[src/rtl/alu_seq16_if.sv]
// alu_seq16_if: request/response and ALU command bus for the 16-bit ALU sequencer.
interface alu_seq16_if;
   logic        req_valid;
   logic        req_ready;
   logic [1:0]  op;
   logic [15:0] opA;
   logic [15:0] opB;
   logic [2:0]  amt;
   logic [2:0]  alu_cmd;
   logic [7:0]  alu_inA;
   logic [7:0]  alu_inB;
   logic        alu_imm;
   logic [4:0]  alu_last5bits;
   logic [7:0]  alu_rslt;
   logic        done;
   logic [15:0] result;
   logic        zero;
   logic        pari;
   modport slave (
      input  req_valid, op, opA, opB, amt, alu_rslt,
      output req_ready, alu_cmd, alu_inA, alu_inB, alu_imm, alu_last5bits, done, result, zero, pari
   );
   modport master (
      output req_valid, op, opA, opB, amt, alu_rslt,
      input  req_ready, alu_cmd, alu_inA, alu_inB, alu_imm, alu_last5bits, done, result, zero, pari
   );
endinterface

[src/rtl/alu_seq16.sv]
// alu_seq16: drives an 8-bit ALU over two cycles (high byte, then low byte) to build 16-bit results.
module alu_seq16 #(
   parameter logic [2:0] IDLE_CMD = 3'b111
) (
   input logic       clk,
   input logic       reset,
   alu_seq16_if.slave bus
);
   typedef enum logic [1:0] {IDLE, HI, LO, DONE} state_t;
   state_t      state_q;
   logic [1:0]  op_q;
   logic [15:0] a_q, b_q, result_q, result_d;
   logic [2:0]  amt_q;
   logic [7:0]  hi_q;
   logic        zero_q, pari_q, act, hi, shift;
   assign act = state_q == HI || state_q == LO;
   assign hi = state_q == HI;
   assign shift = ~op_q[1];
   assign result_d = {hi_q, bus.alu_rslt};
   always_ff @(posedge clk) begin
      if (reset) begin
         state_q <= IDLE;
         op_q <= 2'b00;
         a_q <= 16'h0000;
         b_q <= 16'h0000;
         amt_q <= 3'd0;
         hi_q <= 8'h00;
         result_q <= 16'h0000;
         zero_q <= 1'b1;
         pari_q <= 1'b0;
      end else begin
         case (state_q)
            IDLE: if (bus.req_valid) begin
               op_q <= bus.op;
               a_q <= bus.opA;
               b_q <= bus.opB;
               amt_q <= bus.amt;
               state_q <= HI;
            end
            HI: begin
               hi_q <= bus.alu_rslt;
               state_q <= LO;
            end
            LO: begin
               result_q <= result_d;
               zero_q <= result_d == 16'h0000;
               pari_q <= ^result_d;
               state_q <= DONE;
            end
            DONE: state_q <= IDLE;
         endcase
      end
   end
   assign bus.req_ready = state_q == IDLE;
   assign bus.done = state_q == DONE;
   assign bus.result = result_q;
   assign bus.zero = zero_q;
   assign bus.pari = pari_q;
   assign bus.alu_imm = 1'b0;
   // Shift ops funnel bytes through cmd 010; the LO half of SHL uses a plain left shift (001).
   assign bus.alu_cmd = !act ? IDLE_CMD
                      : !shift ? (op_q[0] ? 3'b100 : 3'b011)
                      : (hi || op_q[0]) ? 3'b010 : 3'b001;
   assign bus.alu_inA = !act ? 8'h00
                      : !shift ? (hi ? a_q[15:8] : a_q[7:0])
                      : (!hi && op_q[0]) ? a_q[15:8] : a_q[7:0];
   assign bus.alu_inB = !act ? 8'h00
                      : !shift ? (hi ? b_q[15:8] : b_q[7:0])
                      : hi ? a_q[15:8] : op_q[0] ? a_q[7:0] : 8'h00;
   assign bus.alu_last5bits = (act && shift) ? {amt_q, 2'b00} : 5'd0;
endmodule

[src/flat_wrapper.sv]
// flat-port wrapper written by rule: the top's interface ports become plain ports
module alu_seq16_flat 
#(
   parameter logic [2:0] IDLE_CMD = 3'b111
)
  (clk, reset, bus_req_valid, bus_op, bus_opA, bus_opB, bus_amt, bus_alu_rslt, bus_req_ready, bus_alu_cmd, bus_alu_inA, bus_alu_inB, bus_alu_imm, bus_alu_last5bits, bus_done, bus_result, bus_zero, bus_pari);
  alu_seq16_if bus_i ();
  input logic clk;
  input logic reset;
  input wire logic [$bits(bus_i.req_valid)-1:0] bus_req_valid;
  input wire logic [$bits(bus_i.op)-1:0] bus_op;
  input wire logic [$bits(bus_i.opA)-1:0] bus_opA;
  input wire logic [$bits(bus_i.opB)-1:0] bus_opB;
  input wire logic [$bits(bus_i.amt)-1:0] bus_amt;
  input wire logic [$bits(bus_i.alu_rslt)-1:0] bus_alu_rslt;
  output wire logic [$bits(bus_i.req_ready)-1:0] bus_req_ready;
  output wire logic [$bits(bus_i.alu_cmd)-1:0] bus_alu_cmd;
  output wire logic [$bits(bus_i.alu_inA)-1:0] bus_alu_inA;
  output wire logic [$bits(bus_i.alu_inB)-1:0] bus_alu_inB;
  output wire logic [$bits(bus_i.alu_imm)-1:0] bus_alu_imm;
  output wire logic [$bits(bus_i.alu_last5bits)-1:0] bus_alu_last5bits;
  output wire logic [$bits(bus_i.done)-1:0] bus_done;
  output wire logic [$bits(bus_i.result)-1:0] bus_result;
  output wire logic [$bits(bus_i.zero)-1:0] bus_zero;
  output wire logic [$bits(bus_i.pari)-1:0] bus_pari;
  assign bus_i.req_valid = bus_req_valid;
  assign bus_i.op = bus_op;
  assign bus_i.opA = bus_opA;
  assign bus_i.opB = bus_opB;
  assign bus_i.amt = bus_amt;
  assign bus_i.alu_rslt = bus_alu_rslt;
  assign bus_req_ready = bus_i.req_ready;
  assign bus_alu_cmd = bus_i.alu_cmd;
  assign bus_alu_inA = bus_i.alu_inA;
  assign bus_alu_inB = bus_i.alu_inB;
  assign bus_alu_imm = bus_i.alu_imm;
  assign bus_alu_last5bits = bus_i.alu_last5bits;
  assign bus_done = bus_i.done;
  assign bus_result = bus_i.result;
  assign bus_zero = bus_i.zero;
  assign bus_pari = bus_i.pari;
  alu_seq16 #(.IDLE_CMD(IDLE_CMD)) u_core (.clk(clk), .reset(reset), .bus(bus_i));
endmodule
[config.mk]
export PLATFORM = sky130hd
export DESIGN_NAME = alu_seq16_flat
export DESIGN_NICKNAME = d
export VERILOG_FILES = /design/src/rtl/alu_seq16_if.sv /design/src/rtl/alu_seq16.sv /design/src/flat_wrapper.sv
export SDC_FILE = /design/constraint.sdc
export NUM_CORES = 1
export LEC_CHECK = 0
export ABC_AREA = 1
export BUFFER_PORTS_ARGS = -buffer_cell sky130_fd_sc_hd__buf_2
export CELL_PAD_IN_SITES_DETAIL_PLACEMENT = 2
export CELL_PAD_IN_SITES_GLOBAL_PLACEMENT = 2
export CORE_MARGIN = 5
export CORE_UTILIZATION = 30
export CTS_BUF_LIST = sky130_fd_sc_hd__clkbuf_16
export CTS_CLUSTER_DIAMETER = 30
export DETAILED_ROUTE_END_ITERATION = 10
export PLACE_DENSITY_LB_ADDON = 0.2
export SYNTH_ARGS = -nofsm -noshare
export SYNTH_HDL_FRONTEND = slang
export SYNTH_SLANG_ARGS = --single-unit
[constraint.sdc]
create_clock -name clk -period 3.25 [get_ports clk]
set_input_delay 0 -clock clk [delete_from_list [all_inputs] [get_ports clk]]
set_output_delay 0 -clock clk [all_outputs]
set_load 0.01 [all_outputs]
==> reports/results.txt <==
Status - complete, but fails checks
Failing checks - negative hold slack
Critical path class - flop to output port
Share of cells above drive strength 1 - 0.220
Mapped Cells - 457
Fin crit share - 0.747
Initial core utilization - 0.305
Setup ws final - 0.823 ns
Seq/Total Area, Yosys - 0.393
Final instance area - 4520 sq um
Dpl ws - 1.20 ns
Worst vdd ir - 498 uV
Commonest non-fill, non-tap cell in the layout - nand2_1
Nets - 633
Worst Tran Pin Value - 0.761 ns
Critical Path Start Type - flop
Crit end category - output port
Area leader, netlist - dfxtp_1
Synth unique cells - 27
Cts bufs inserted - 9
Antenna-violating nets left - 0
RSZ-0062 raised after global routing - false
Number of cell rows - 38
Area Overhead vs Synth - 36.5%
Clock Power Share - 0.257
Final setup viols - 0
Power Dens Cells - 959 nW/um^2
Avg Cell Area, Syn - 7.24 sq um
Yosys top cell area share - 0.393
IO Count - 93
Core ar. - 10800 sq um
Tmin final - 2.43 ns
Leakage power figure - 0.00201 uW
Fmax - 412 MHz
Internal power - 2460 uW
Critical Path Fanout Max - 27
Worst hold path class - input pin to flop
CTS Root Cell - clkbuf_16
Post-placement cell area - 3750 sq um
Postcts setup bufs - 0
First-pass GRT wire length - 20.0 mm
TritonCTS Sinks - 65
Grt ovf - 0
Die Ht - 115 microns
Yosys warns - 0
Final routed DRC violation total - 0
Placer congestion estimate - 0.814
Drt total wl - 12.3 mm
Slew Limit Fails - 0
Worst Path Required - 3.25 ns
Mapped Area - 3310 sq um
CTS Buffer Depth - 2
PortBufs - 89
Synth top area cells - dfxtp_1 39%, nand2_1 16%, a21oi_1 7.4%
H-tree Lvls - 3
Reg power frac - 0.276
Sw Ratio - 0.433
Dpl hpwl - 8.26 mm
Most frequent cells in the layout - 138 x nand2_1, 89 x buf_2, 65 x dfxtp_1
Net load switching power - 1880 uW
Vias in the first global route - 3824
Number of max-cap violations - 0
Clock Latency Late Sink - 0.34 ns
Fill cells - 1259
Initial antenna violation count - 0
Slew HR - 0.492
Routed len/inst - 17.1 microns
CTS tree - built
TritonRoute pass-1 iters - 4
Die width - 115 microns
Largest net degree at the start of global routing - 43
Logic gate share of total power - 0.467
Initial drt markers - 132
Final hold slack - -0.00119 ns
Via count - 3487
Total die area - 13200 sq um
Synthesized flop and latch total - 65
Clock-pin slew on the worst setup and hold paths - 0.06 ns
Arr. time, crit path - 2.43 ns
Antenna diodes - 0
Endpoints failing hold - 1
Final TNS setup - 0 ns
Vias per cell - 4.87
GRT Util Overall - 0.194
Worst Skew - 0.00720 ns
worst paths after layout:
check / startpoint / to / slack [ns] / depth (start not counted)
worst max-delay path: u_core.state_q[1]$_SDFFE_PP0P_ / bus_alu_inA[5] / 0.82 / 7
worst min-delay path: bus_alu_rslt[3] / u_core.bus.result[3]$_SDFFE_PP0P_ / -0.001 / 3
worst max register to register: u_core.state_q[0]$_SDFFE_PP0P_ / u_core.b_q[7]$_SDFFE_PP0P_ / 1.51 / 6
worst min register to register: u_core.b_q[15]$_SDFFE_PP0P_ / u_core.b_q[15]$_SDFFE_PP0P_ / 0.47 / 2
worst max-delay path: stages (launching register included):
cell and delay, ns:
dfxtp_1 0.33, inv_1 0.13, ha_1 0.65, inv_8 0.18
nand2_1 0.32, nand2_1 0.11, a31oi_1 0.19, buf_2 0.16
per-layer routing:
metal  vias up  wire length [microns]  GRT usage
li1       1727                      -          -
met1      1668                   5690      0.250
met2        75                   5840      0.320
met3        17                    526     0.0411
met4         0                    212     0.0689
met5         -                      0          0
metrics by stage:
stage | hold slack (ns) | power, uW | util | std cells
3_5_place_dp | 0.257 | 3190 | 0.346 | 658
3_3_place_gp | 0.252 | 3100 | 0.346 | 658
5_1_grt | 0.0214 | 4680 | 0.417 | 716
4_1_cts | 0.0149 | 4370 | 0.417 | 716
6_report | -0.00119 | 4330 | 0.417 | 716
2_1_floorplan | 0.143 | 2610 | - | 459
state kept, by name, summed over array words and instances, names as in the netlist:
register,count
u_core.a_q,16
u_core.amt_q,3
u_core.b_q,16
u_core.bus.pari,1
u_core.bus.result,16
u_core.bus.zero,1
u_core.hi_q,8
u_core.op_q,2
u_core.state_q,2
synth_stat cells, drive strengths merged:
library cell / number
xnor2: 1
a211oi: 38
ha: 13
clkbuf: 1
a21oi: 49
inv: 39
a31oi: 8
o21ai: 9
dfxtp: 65
conb: 1
a221oi: 1
nand4: 2
nor2: 38
nand3: 11
o211ai: 1
o31ai: 1
buf: 32
o22ai: 1
nand2: 146
logic make-up after synthesis:
| kind of cell | after synthesis | synth area share |
|---|---|---|
| buffers and inverters | 72 | 0.109 |
| and+or+nand+nor | 197 | 0.235 |
| other | 1 | 0.00113 |
| xor gates and xnor gates | 1 | 0.00265 |
| AOI/OAI and AO/OA | 108 | 0.210 |
| adders and majority gates | 13 | 0.0492 |
| DFF | 65 | 0.393 |
what timing repair did:
action                    in CTS  in global routing
resized for setup              0                  0
hold endpoints to repair      47                  0
hold buffers                  43                  0
layout make-up:
class | count | area (sq um) | share of cell area
tap | 140 | 175 | 0.0388
inverter | 39 | 154 | 0.0341
multi-input combinational | 322 | 1660 | 0.367
clock buffer | 9 | 225 | 0.0498
timing repair buffer | 135 | 898 | 0.199
clock inverter | 6 | 108 | 0.0238
sequential | 65 | 1300 | 0.288
power groups by stage:
stage                     combinational [uW]  clock (uW)  sequential [uW]
final                                   2030        1110             1200
after global routing                    2280        1170             1230
after CTS                               2040        1140             1200
after detailed placement                1980           0             1210
after global placement                  1900           0             1200
after floorplan                         1420           0             1190
No activity file was read; power rests on OpenSTA's default activity.
